[config.mk]
export PLATFORM = sky130hd
export DESIGN_NAME = mc_controller
export DESIGN_NICKNAME = d
export VERILOG_FILES = /design/src/rtl/mc_controller.sv
export SDC_FILE = /design/constraint.sdc
export NUM_CORES = 1
export LEC_CHECK = 0
export ABC_AREA = 0
export BUFFER_PORTS_ARGS = -buffer_cell sky130_fd_sc_hd__buf_2
export CORE_MARGIN = 2
export CORE_UTILIZATION = 50
export DETAILED_ROUTE_END_ITERATION = 12
export PLACE_DENSITY_LB_ADDON = 0.08
export SLEW_MARGIN = 10
export SYNTH_ARGS = -nofsm -noshare
export SYNTH_HDL_FRONTEND = slang
export SYNTH_SLANG_ARGS = --single-unit
[constraint.sdc]
create_clock -name clk -period 2.2 [get_ports clk]
set_input_delay 0.22 -clock clk [delete_from_list [all_inputs] [get_ports clk]]
set_output_delay 0.22 -clock clk [all_outputs]
set_load 0.01 [all_outputs]
[src/rtl/mc_controller.sv]
// rtl/mc_controller.sv - multicycle control FSM for the 16-bit datapath
module mc_controller #(
    parameter int OPW = 4
) (
    input  logic           clk,
    input  logic           reset,
    input  logic [OPW-1:0] op,
    input  logic [OPW-1:0] opext,
    input  logic           cond_true,
    input  logic           mem_ready,
    output logic           pc_en,
    output logic           ir_en,
    output logic           reg_we,
    output logic           flag_en,
    output logic           mem_re,
    output logic           mem_we,
    output logic           addr_sel,
    output logic           alu_src_imm,
    output logic [1:0]     pc_src,
    output logic [1:0]     wb_sel,
    output logic [3:0]     state
);

    typedef enum logic [3:0] {
        S_FETCH    = 4'd0,
        S_DECODE   = 4'd1,
        S_EXEC_R   = 4'd2,
        S_EXEC_I   = 4'd3,
        S_ALU_WB   = 4'd4,
        S_MEM_ADDR = 4'd5,
        S_MEM_RD   = 4'd6,
        S_MEM_WB   = 4'd7,
        S_MEM_WR   = 4'd8,
        S_BRANCH   = 4'd9,
        S_JUMP     = 4'd10,
        S_JAL      = 4'd11
    } state_t;

    state_t     r_state;
    state_t     w_next;
    logic       r_reg_we;
    logic       r_flag_en;
    logic       r_mem_re;
    logic       r_mem_we;
    logic       r_addr_sel;
    logic       r_alu_src_imm;
    logic [1:0] r_pc_src;
    logic [1:0] r_wb_sel;

    logic w_cmp;
    logic w_load;
    logic w_pc_en;
    logic w_ir_en;

    // Compare writes flags only; LOAD vs STOR is the only choice made in MEM_ADDR
    assign w_cmp  = ((op == OPW'(0)) && (opext == OPW'(11))) || (op == OPW'(11));
    assign w_load = (opext == OPW'(0));

    // Next-state selection; a low reset forces FETCH so state and outputs clear together
    always_comb begin
        w_next = S_FETCH;
        case (r_state)
            S_FETCH:    w_next = mem_ready ? S_DECODE : S_FETCH;
            S_DECODE: begin
                if (op == OPW'(0)) begin
                    w_next = S_EXEC_R;
                end else if (op == OPW'(4)) begin
                    case (opext)
                        OPW'(0), OPW'(4): w_next = S_MEM_ADDR;
                        OPW'(8):          w_next = S_JAL;
                        OPW'(12):         w_next = S_JUMP;
                        default:          w_next = S_FETCH;
                    endcase
                end else if (op == OPW'(12)) begin
                    w_next = S_BRANCH;
                end else begin
                    w_next = S_EXEC_I;
                end
            end
            S_EXEC_R,
            S_EXEC_I:   w_next = w_cmp ? S_FETCH : S_ALU_WB;
            S_MEM_ADDR: w_next = w_load ? S_MEM_RD : S_MEM_WR;
            S_MEM_RD:   w_next = mem_ready ? S_MEM_WB : S_MEM_RD;
            S_MEM_WR:   w_next = mem_ready ? S_FETCH : S_MEM_WR;
            default:    w_next = S_FETCH;
        endcase
        if (!reset) begin
            w_next = S_FETCH;
        end
    end

    // State register plus Moore outputs precomputed from the state being entered
    always_ff @(posedge clk) begin
        r_state       <= w_next;
        r_reg_we      <= (w_next == S_ALU_WB) || (w_next == S_MEM_WB) || (w_next == S_JAL);
        r_flag_en     <= (w_next == S_EXEC_R) || (w_next == S_EXEC_I);
        r_mem_re      <= (w_next == S_FETCH) || (w_next == S_MEM_RD);
        r_mem_we      <= (w_next == S_MEM_WR);
        r_addr_sel    <= (w_next == S_MEM_ADDR) || (w_next == S_MEM_RD) || (w_next == S_MEM_WR);
        // ALU_WB keeps the immediate operand selected when it came from EXEC_I
        r_alu_src_imm <= (w_next == S_EXEC_I) || ((w_next == S_ALU_WB) && (r_state == S_EXEC_I));
        r_pc_src      <= (w_next == S_BRANCH) ? 2'b01 :
                         ((w_next == S_JUMP) || (w_next == S_JAL)) ? 2'b10 : 2'b00;
        r_wb_sel      <= (w_next == S_MEM_WB) ? 2'b01 :
                         (w_next == S_JAL) ? 2'b10 : 2'b00;
    end

    // PC/IR loads depend on this cycle's memory handshake or branch condition
    assign w_ir_en = (r_state == S_FETCH) && mem_ready;
    assign w_pc_en = w_ir_en
                   || (((r_state == S_BRANCH) || (r_state == S_JUMP)) && cond_true)
                   || (r_state == S_JAL);

    // Reset masks every output in the same cycle so an aborted instruction writes nothing
    assign pc_en       = reset & w_pc_en;
    assign ir_en       = reset & w_ir_en;
    assign reg_we      = reset & r_reg_we;
    assign flag_en     = reset & r_flag_en;
    assign mem_re      = reset & r_mem_re;
    assign mem_we      = reset & r_mem_we;
    assign addr_sel    = reset & r_addr_sel;
    assign alu_src_imm = reset & r_alu_src_imm;
    assign pc_src      = {2{reset}} & r_pc_src;
    assign wb_sel      = {2{reset}} & r_wb_sel;
    assign state       = reset ? r_state : 4'd0;

endmodule
### Word level (Yosys, flattened, before mapping)

Index checks and enable logic that the tools add are counted.

| storage, ports and cells | value |
|---|---|
| flip-flop bits (word level) | 14 |
| bits of input ports | 12 |
| output and inout bits | 16 |

| operators by class | value |
|---|---|
| equality and inequality tests | 26 |
| muxes and demuxes | 14 |
| bitwise gates (word level) | 10 |
| reductions and logical operators | 22 |

Operators by type and width:

| cell | count |
|---|---|
| $eq 4x4->1 const B | 13 |
| $eq 4x3->1 const B | 8 |
| $mux 4 | 7 |
| $pmux 4 s6 | 1 |
| $eq 4x2->1 const B | 4 |
| $logic_not 4->1 | 4 |
| $logic_or 1x1->1 | 12 |
| $pmux 4 s3 | 1 |
| $and 1x1->1 | 8 |
| $and 2x2->2 | 2 |
| $eq 4x1->1 const B | 1 |
| $logic_and 1x1->1 | 4 |
| $mux 2 | 2 |
| $reduce_or 2->1 | 2 |
| $mux 3 | 1 |
| $mux 1 | 2 |

### Depth between registers and ports, before layout

Gate-level depths: netlist of the first run.

| depth | value |
|---|---|
| word-level depth | 10 |
| mapped depth | 8 |
| mapped depth without buffers | 6 |

### Worst setup path after synthesis of the first run

No wires, ideal clock.

| path | value |
|---|---|
| path type | flip-flop to flip-flop |
| start point | reg r_state[0] |
| end point | reg r_wb_sel[1] |
| data arrival time | 1,492 ps |
| path slack | 592 ps |
| cell stages (with the launch flop) | 9 |
| path buffers | 2 |
| cells stage by stage | dfxtp_1 buf_2 and4bb_2 a21o_1 or2_1 buf_6 nand2_4 inv_2 and3_1 |

| on the way | value |
|---|---|
| longest elaborated chain between the ends | 6 |
| elaborated cells on any way between the ends | 13 |
| classes of those cells | eq/ne: 8; mux: 3; reduce/logical: 2 |

RTL lines:

| item | line | RTL |
|---|---|---|
| from (decl) | 39 | `state_t r_state;` |
| from (signal assigned) | 94 | `r_state <= w_next;` |
| $eq 4x2->1 | 62 | `case (r_state)` |
| $reduce_or 2->1 | 62 |  |
| $pmux 4 s6 * | 62 |  |
| $mux 4 * | 87 | `if (!reset) begin` |
| net w_next[1] | 40 | `state_t w_next;` |
| $eq 4x4->1 | 105 | `(w_next == S_JAL) ? 2'b10 : 2'b00;` |
| $mux 2 | 105 |  |
| to (signal assigned) | 104 | `r_wb_sel <= (w_next == S_MEM_WB) ? 2'b01 :` |
| to (decl) | 48 | `logic [1:0] r_wb_sel;` |

The timed path passes the listed nets; every way through them passes the cells marked *.
A chain may end at the register's enable or synchronous reset.

### Worst setup path in the final report of the first run

| path | value |
|---|---|
| start point | reg r_state[1] |
| end point | reg r_addr_sel |

| on the way | value |
|---|---|
| longest elaborated chain between the ends | 7 |
| elaborated cells on any way between the ends | 15 |
| classes of those cells | eq/ne: 9; mux: 2; reduce/logical: 4 |

RTL lines:

| item | line | RTL |
|---|---|---|
| $eq 4x2->1 | 62 |  |
| $reduce_or 2->1 | 62 |  |
| $pmux 4 s6 * | 62 |  |
| $mux 4 * | 87 |  |
| $eq 4x3->1 | 99 | `r_addr_sel <= (w_next == S_MEM_ADDR) \|\| (w_next == S_MEM_RD) \|\| (w_next == S_MEM_WR);` |
| $logic_or 1x1->1 | 99 |  |
| $logic_or 1x1->1 * | 99 |  |
| to (signal assigned) | 99 |  |
| to (decl) | 45 | `logic r_addr_sel;` |

Every way passes the cells marked *; elsewhere a longest branch is shown, timed or not.

==> out/metrics.csv, run 1 <==
stage,metric,value,unit
cells_and_area,multiInputGateArea,576,µm²
clock_network,cts-resized-gates,0,
power_and_ir_drop,leakage,0.478,nW
sta,slew-limit-headroom,69.4,%
min_path,hold_end,r_mem_we,
floorplanning,dieArea,2190,µm²
clock_network,tritoncts,yes,
placement,place_inst,144,
yosys,ys_seq_area_share,30.6,%
yosys,yosys.area.top_type,dfxtp_1,
clock_network,clock_sinks,14,
yosys,async_flop_share,0,%
setup_path,worstSetupEndpointType,register,
floorplanning,coreArea,1730,µm²
setup_path,cp_slowest_cell,dfxtp_1,
placement,placed_cell_area,1040,µm²
setup_path,arrival,2050,ps
sta,final.min_clock_period,1890,ps
min_path,min_from,mem_ready,
drt,routed_wl,1.82,mm
clock_network,cts_root_buf,clkbuf_4,
yosys,syn_inst,97,
yosys,synth-seq-cells,14,
global_route,grt_pass1_wl,2.95,mm
clock_network,post_cts_buffers,0,
sta,drv_slew,0,
power_and_ir_drop,ir_drop,0.445,mV
clock_network,h-tree-depth,1,
floorplanning,io-pin-count,28,
clock_network,numCtsBuffers,3,
setup_path,r2r_start,r_state[1],
cells_and_area,finish.utilization,62.4,%
drt,vias,771,
clock_network,worstSkewPairLatency,280,ps
yosys,syn_nets,109,
setup_path,reg2regPathDepth,5,
setup_path,crit_family,simple AND/OR/NAND/NOR gates,
setup_path,crit_type,register to register,
yosys,synth_area_leaders,"dfxtp_1 (31%), and2_1 (10%), buf_6 (3.7%), nor4b_4 (2.6%), nand3_1 (2.2%)",
sta,finalClockSkew,0.530,ps
yosys,synth-edff-count,0,
sta,worst_pin_slew,458,ps
yosys,syn_area_per_cell,9.45,µm²
setup_path,crit_start,r_state[1],
drt,drt-pass1-iter-count,4,
yosys,ys_types,47,
global_route,grt_pass1_vias,666,
setup_path,cp_cell_sequence,and4bb_4 > a21o_1 > or2_1 > xnor2_1 > o22ai_1,
clock_network,hold_buffers,0,
global_route,grt_max_degree,18,
sta,setup_violations,0,
cells_and_area,seq_area,280,µm²
run,maxCapViolCount,0,
yosys,netlist_area,917,µm²
cells_and_area,antenna_cells,0,
yosys,ys_warn_count,0,
min_path,hold_path_depth,4,
sta,rsz0062_at_grt,no,
global_route,grt_use_total,18.7,%
setup_path,worstPathMaxFanout,12,
power_and_ir_drop,p_per_area,598,nW/µm²
global_route,antenna_found_initial,0,
cells_and_area,final_layout_size_suffix_gt1_share,40.7,%
sta,hold_violations,0,
floorplanning,chipWidth,46.8,µm
drt,wl_per_cell,12.3,µm
global_route,overflow,0,
min_path,hold_class,primary input to register,
run_status,status,finished clean,
setup_path,cp_num_buf_inv,0,
sta,period_share,85.8,%
drt,drcViolationCount,0,
floorplanning,rows,15,
cells_and_area,fin_area,1080,µm²
setup_path,worst_ep_required_time,2360,ps
floorplanning,initial_utilization,53.1,%
placement,gp_congestion,0.782,
cells_and_area,stdcell_count,148,
yosys,synth_top_flop_cell,dfxtp_1,
sta,hold_slack,415,ps
clock_network,path_clk_slew,80,ps
sta,tns,0,ps
drt,drtAntennaViolNets,0,
placement,io_buffers,27,
drt,drtIter0Drc,14,
placement,dp_hpwl,1.41,mm
setup_path,r2r-end,r_addr_sel,
cells_and_area,fillers,162,
drt,routed_via_density,5.21,
cells_and_area,finalNetCount,136,
setup_path,crit_path_start_kind,register,
floorplanning,die-height,46.8,µm
clock_network,cts_buffer_depth,2,
setup_path,max_stage_delay,610,ps
yosys,synth_top_area_share,30.6,%
setup_path,timing.reg2reg.setup_slack,310,ps
sta,fmax,0.529,GHz
cells_and_area,syn2layout_area_growth,17.5,%
## worst max path at each step
stage             endpoint  slack [ps]  depth (start not counted)
2_1_floorplan  r_wb_sel[1]         590                          8
3_3_place_gp   r_wb_sel[1]         390                          6
3_5_place_dp    r_addr_sel         350                          5
4_1_cts         r_addr_sel         330                          5
5_1_grt         r_addr_sel         210                          5
6_report        r_addr_sel         310                          5
## cell type report
class                   count  area share (%)
clock buffers               4            3.37
flip-flops and latches     14            26.0
well taps                  25            2.90
repair buffers             27            12.5
inverters                   5            1.74
multi-input cells          73            53.4
## sequential cells by signal, indices dropped and copies added, names as in the netlist
signal,cells
r_flag_en,1
r_mem_we,1
r_pc_src,2
r_mem_re,1
r_state,4
r_alu_src_imm,1
r_reg_we,1
r_addr_sel,1
r_wb_sel,2
## per-layer routing
metal / up-vias / part of all wire, % / track usage [%] / routed length (µm)
met5: - / 0 / 0 / 0
met4: 0 / 0 / 1.67 / 0
met3: 0 / 5.3 / 6.92 / 97
met2: 22 / 44 / 27.9 / 808
met1: 342 / 50 / 27.0 / 916
li1: 407 / - / - / -
## power by group
part           total (mW)  internal [mW]  switching (mW)
Sequential          0.288          0.268          0.0198
Combinational       0.175         0.0801          0.0946
Clock               0.181          0.101          0.0808
## cells by family (layout without fill, tap and decap cells)
logic type	Yosys count	after routing	share of synthesized area (%)
AOI/OAI and AO/OA	20	20	20.1
xor gates and xnor gates	4	4	3.82
adders and majority gates	1	1	1.09
buffers and inverters	10	36	6.68
DFF	14	14	30.6
and+or+nand+nor	48	48	37.8
## worst register-to-register path: stages, from the launching register on
cell      delay (ps)
dfxtp_1          610
and4bb_4         310
a21o_1           210
or2_1            340
xnor2_1          200
o22ai_1           90
## layout by cell type, fill, tap and decap left out, drive strengths merged, types with 3 or more instances in the layout
master / count
nor2: 5
buf: 27
and2: 16
nand3: 4
o21ai: 5
dfxtp: 14
inv: 5
nor3b: 3
nand2: 3
clkbuf: 4
## synth_stat cells (2+ instances only)
cell type and count:
and2_1 15, dfxtp_1 14, nor2_1 5, inv_1 4, nand3_1 4, buf_6 3, and3_1 2, nand2_2 2
nand4b_1 2, nor3_1 2, nor3b_1 2, nor4_1 2, o2111ai_1 2, o21ai_1 2, or4_1 2, xnor2_1 2
xor2_1 2
## stage by stage
stage	power, mW	setup slack (ps)
6_report	0.644	311
4_1_cts	0.650	326
3_5_place_dp	0.468	352
3_3_place_gp	0.464	390
5_1_grt	0.683	207
2_1_floorplan	0.430	592
No activity file was read; power rests on OpenSTA's default activity.
==> run 2: changes to the inputs <==
--- a/config.mk
+++ b/config.mk
@@ -8,9 +8,9 @@
 export ABC_AREA = 0
 export BUFFER_PORTS_ARGS = -buffer_cell sky130_fd_sc_hd__buf_2
 export CORE_MARGIN = 2
-export CORE_UTILIZATION = 50
+export CORE_UTILIZATION = 45
 export DETAILED_ROUTE_END_ITERATION = 12
-export PLACE_DENSITY_LB_ADDON = 0.08
+export PLACE_DENSITY = 0.71
 export SLEW_MARGIN = 10
 export SYNTH_ARGS = -nofsm -noshare
 export SYNTH_HDL_FRONTEND = slang
==> constraint.sdc (replaced) <==
create_clock -name clk -period 1.7 [get_ports clk]
set_input_delay 0.17 -clock clk [delete_from_list [all_inputs] [get_ports clk]]
set_output_delay 0.17 -clock clk [all_outputs]
set_load 0.01 [all_outputs]
==> run 2 against run 1 <==
Compared with the run above: non-clock buffer count grew 8; cell count grew 6.8%; highest routed layer is now met4; clock skew grew 1.1 ps.
==> out/metrics.csv, run 2 (synthesis results as in run 1) <==
stage,metric,value,unit
setup_path,cp_cell_sequence,buf_6 > maj3_1 > a31o_2 > buf_2,
sta,finalClockSkew,1.59,ps
clock_network,numCtsBuffers,3,
power_and_ir_drop,ir_drop,0.431,mV
sta,slew-limit-headroom,73.9,%
placement,placed_cell_area,1090,µm²
global_route,grt_max_degree,18,
cells_and_area,largest_reg_flops,4,
clock_network,hold_buffers,0,
drt,wl_per_cell,13.2,µm
sta,setup_violations,0,
floorplanning,dieArea,2420,µm²
drt,drt-pass1-iter-count,4,
sta,drv_slew,0,
clock_network,cts_buffer_depth,2,
floorplanning,io-pin-count,28,
floorplanning,die-height,49.1,µm
global_route,antenna_found_initial,0,
sta,tns,0,ps
placement,io_buffers,27,
cells_and_area,final_layout_size_suffix_gt1_share,51.1,%
placement,dp_hpwl,1.58,mm
setup_path,r2r_start,r_state[2],
cells_and_area,syn2layout_area_growth,29.2,%
global_route,grt_pass1_wl,3.66,mm
min_path,hold_class,primary input to register,
sta,fmax,0.596,GHz
drt,drtAntennaViolNets,0,
cells_and_area,regMostFlops,r_state,
cells_and_area,layout_commonest_cell,buf_2,
setup_path,arrival,1510,ps
run_status,status,finished clean,
sta,hold_violations,0,
floorplanning,chipWidth,49.1,µm
sta,worst_slack,22.2,ps
drt,drtIter0Drc,21,
sta,final.min_clock_period,1680,ps
power_and_ir_drop,power,885,µW
setup_path,cp_slowest_cell,dfxtp_4,
floorplanning,initial_utilization,47.2,%
setup_path,crit_path_start_kind,register,
cells_and_area,fin_area,1180,µm²
placement,gp_congestion,0.807,
cells_and_area,final_cell_mix,"buf_2 (27), and2_1 (15), dfxtp_1 (11)",
setup_path,worstPathMaxFanout,6,
setup_path,crit_start,r_state[1],
sta,period_share,98.7,%
global_route,grt_pass1_vias,813,
clock_network,path_clk_slew,80,ps
setup_path,max_stage_delay,380,ps
clock_network,h-tree-depth,1,
floorplanning,rows,16,
power_and_ir_drop,p_per_area,747,nW/µm²
cells_and_area,reg_top3,"r_state (4), r_pc_src (2), r_wb_sel (2)",
sta,worst_pin_slew,389,ps
placement,post-place-ws,-22.7,ps
floorplanning,coreArea,1940,µm²
global_route,overflow,0,
run,maxCapViolCount,0,
sta,rsz0062_at_grt,yes,
setup_path,crit_type,register to primary output,
setup_path,worstSetupEndpointType,primary output,
setup_path,worst_ep_required_time,1530,ps
global_route,grt_use_total,19.6,%
drt,drcViolationCount,0,
power_and_ir_drop,leakage,0.529,nW
clock_network,clock_sinks,14,
drt,routed_via_density,5.47,
clock_network,cts_root_buf,clkbuf_4,
clock_network,worstSkewPairLatency,280,ps
cells_and_area,finalNetCount,144,
drt,vias,864,
cells_and_area,antenna_cells,0,
min_path,min_from,op[2],
drt,routed_wl,2.08,mm
clock_network,tritoncts,yes,
-- run 2: cell count changes in the layout (fill, tap and decap cells not counted), sizes merged --
cell and delta:
buf +8
-- run 2: final timing paths --
check	endpoint	slack, ps	cells after the start
hold / removal	r_state[3]	270	3
hold reg to reg	r_alu_src_imm	710	3
setup / recovery	pc_en	20	4
setup reg to reg	r_pc_src[0]	90	5
-- run 2: per-stage QoR --
step | utilization [%] | std cells | hold slack [ps]
after floorplan | - | 97 | 400
after global placement | 56.1 | 152 | 653
after detailed placement | 56.1 | 152 | 654
after CTS | 58.4 | 156 | 349
after global routing | 61.0 | 158 | 285
final | 61.0 | 158 | 273
-- run 2: where the power goes --
part,total (mW),switching (mW),internal (mW),leakage [nW]
logic,0.281,0.147,0.134,0.392
clock network,0.240,0.110,0.130,0.0210
registers,0.364,0.0170,0.347,0.116
total,0.885,0.274,0.612,0.529
-- run 2: cell type report --
cell class | instances | area [µm²]
fillers | 177 | 757
repair buffers | 35 | 199
clock buffers | 4 | 36.3
flip-flops and latches | 14 | 289
multi-input cells | 73 | 608
well taps | 27 | 33.8
inverters | 5 | 18.8
-- run 2: timing repair --
action	4_1_cts	5_1_grt
gates resized for setup	3	10
endpoints found under the setup margin	2	10
pin swaps	0	5
buffers inserted	0	2
-- run 2: per-layer routing --
layer | vias to the layer above | share of wire [%] | global-route usage (%) | wire, µm
met5 | - | 0 | 0 | 0
met4 | 0 | 2.5 | 10.0 | 52
met3 | 7 | 5.2 | 2.76 | 109
met2 | 41 | 49 | 33.3 | 1010
met1 | 391 | 44 | 24.0 | 907
li1 | 425 | - | - | -
-- run 2: worst max-delay path: cells and delay by family (launching register included) --
kind	cells	cell delay, ps
fa+ha+maj	1	350
compound gates	1	230
buf+inv	2	260
flops	1	380
==> run 3: changes to the inputs <==
--- a/config.mk
+++ b/config.mk
@@ -11,6 +11,7 @@
 export CORE_UTILIZATION = 45
 export DETAILED_ROUTE_END_ITERATION = 12
 export PLACE_DENSITY = 0.71
+export RECOVER_POWER = 100
 export SLEW_MARGIN = 10
 export SYNTH_ARGS = -nofsm -noshare
 export SYNTH_HDL_FRONTEND = slang
==> run 3 against run 2 <==
Compared with the run above: cell area fell by 1.1%; register-to-register slack barely moved; utilization fell by 0.64 points; fmax rose by 0.23%; clock power barely moved; die area did not move; via count fell by 0.46%; setup slack improved by 3.9 ps; sequential power barely moved; clock skew rose by 2.0 ps; hold slack barely moved; clock-buffer cell count did not move.
==> out/metrics.csv, run 3 (synthesis results as in run 1) <==
stage,metric,value,unit
run_status,status,finished clean,
cells_and_area,regMostFlops,r_state,
cells_and_area,fillers,185,
run,maxCapViolCount,0,
global_route,antenna_found_initial,0,
global_route,overflow,0,
setup_path,r2r_start,r_state[2],
setup_path,worst_ep_required_time,1530,ps
power_and_ir_drop,p_per_area,752,nW/µm²
cells_and_area,syn2layout_area_growth,27.8,%
sta,worst_slack,26.1,ps
drt,drcViolationCount,0,
clock_network,h-tree-depth,1,
power_and_ir_drop,leakage,0.486,nW
cells_and_area,layout_commonest_cell,buf_2,
drt,vias,860,
cells_and_area,finalNetCount,144,
floorplanning,dieArea,2420,µm²
cells_and_area,final_layout_size_suffix_gt1_share,43.5,%
drt,routed_via_density,5.44,
clock_network,path_clk_slew,80,ps
drt,drtIter0Drc,20,
sta,setup_violations,0,
setup_path,worstSetupEndpointType,primary output,
sta,hold_slack,273,ps
sta,final.min_clock_period,1670,ps
drt,routed_wl,2.09,mm
floorplanning,initial_utilization,47.2,%
global_route,grt_pass1_wl,3.66,mm
floorplanning,coreArea,1940,µm²
setup_path,crit_start,r_state[1],
min_path,hold_class,primary input to register,
drt,wl_per_cell,13.2,µm
clock_network,tritoncts,yes,
setup_path,crit_path_start_kind,register,
sta,slew-limit-headroom,74.1,%
sta,rsz0062_at_grt,yes,
sta,period_share,98.5,%
floorplanning,io-pin-count,28,
cells_and_area,fin_area,1170,µm²
floorplanning,rows,16,
clock_network,clock_sinks,14,
power_and_ir_drop,ir_drop,0.430,mV
setup_path,arrival,1500,ps
global_route,grt_pass1_vias,813,
cells_and_area,antenna_cells,0,
clock_network,hold_buffers,0,
floorplanning,die-height,49.1,µm
clock_network,numCtsBuffers,3,
floorplanning,chipWidth,49.1,µm
sta,drv_slew,0,
clock_network,cts_buffer_depth,2,
clock_network,cts_root_buf,clkbuf_4,
cells_and_area,finish.utilization,60.4,%
drt,drtAntennaViolNets,0,
global_route,grt_max_degree,18,
placement,dp_hpwl,1.58,mm
cells_and_area,largest_reg_flops,4,
placement,post-place-ws,-22.7,ps
min_path,min_from,op[2],
placement,io_buffers,27,
cells_and_area,reg_top3,"r_state (4), r_pc_src (2), r_wb_sel (2)",
cells_and_area,final_cell_mix,"buf_2 (17), and2_1 (15), dfxtp_1 (11)",
placement,gp_congestion,0.807,
drt,drt-pass1-iter-count,4,
sta,finalClockSkew,3.61,ps
sta,worst_pin_slew,387,ps
sta,fmax,0.597,GHz
sta,hold_violations,0,
placement,placed_cell_area,1090,µm²
global_route,grt_use_total,19.6,%
setup_path,crit_type,register to primary output,
setup_path,worstPathMaxFanout,6,
clock_network,worstSkewPairLatency,280,ps
-- run 3: critical path: stages (launching register included) --
cell	delay [ps]
dfxtp_4	380
buf_6	130
maj3_1	350
a31o_2	230
buf_2	130
-- run 3: final timing paths --
| check | slack [ps] | endpoint | cells after the start |
|---|---|---|---|
| setup / recovery | 30 | pc_en | 4 |
| hold / removal | 270 | r_state[3] | 3 |
| setup reg to reg | 90 | r_pc_src[0] | 5 |
| hold reg to reg | 710 | r_alu_src_imm | 3 |
-- run 3: through the flow --
step | total power, mW | setup TNS [ps] | cells
2_1_floorplan | 0.557 | 0 | 97
3_5_place_dp | 0.623 | -22.7 | 152
6_report | 0.882 | 0 | 158
5_1_grt | 0.936 | -28.2 | 158
3_3_place_gp | 0.618 | 0 | 152
4_1_cts | 0.864 | 0 | 156
-- run 3: metal layers --
metal,wire [µm],GRT usage (%)
met5,0,0
met1,908,24.0
met4,53,10.0
met3,119,2.76
met2,1010,33.3
-- run 3: report_power, final --
| part | switching, mW | internal [mW] | leakage [nW] |
|---|---|---|---|
| registers | 0.0171 | 0.347 | 0.116 |
| clock network | 0.108 | 0.130 | 0.0210 |
| logic | 0.147 | 0.132 | 0.349 |
| total | 0.273 | 0.610 | 0.486 |
-- run 3: cell type report --
type	count	area, µm²	area share (%)
multi-input combinational	73	608	51.9
sequential	14	289	24.7
timing repair buffer	35	186	15.9
clock buffer	4	36.3	3.09
tap	27	33.8	2.88
inverter	5	18.8	1.60
-- run 3: repair_timing --
action,CTS,global route
buffers inserted,0,2
pin swaps,0,5
gates resized for setup,3,10
setup endpoints to repair,2,10
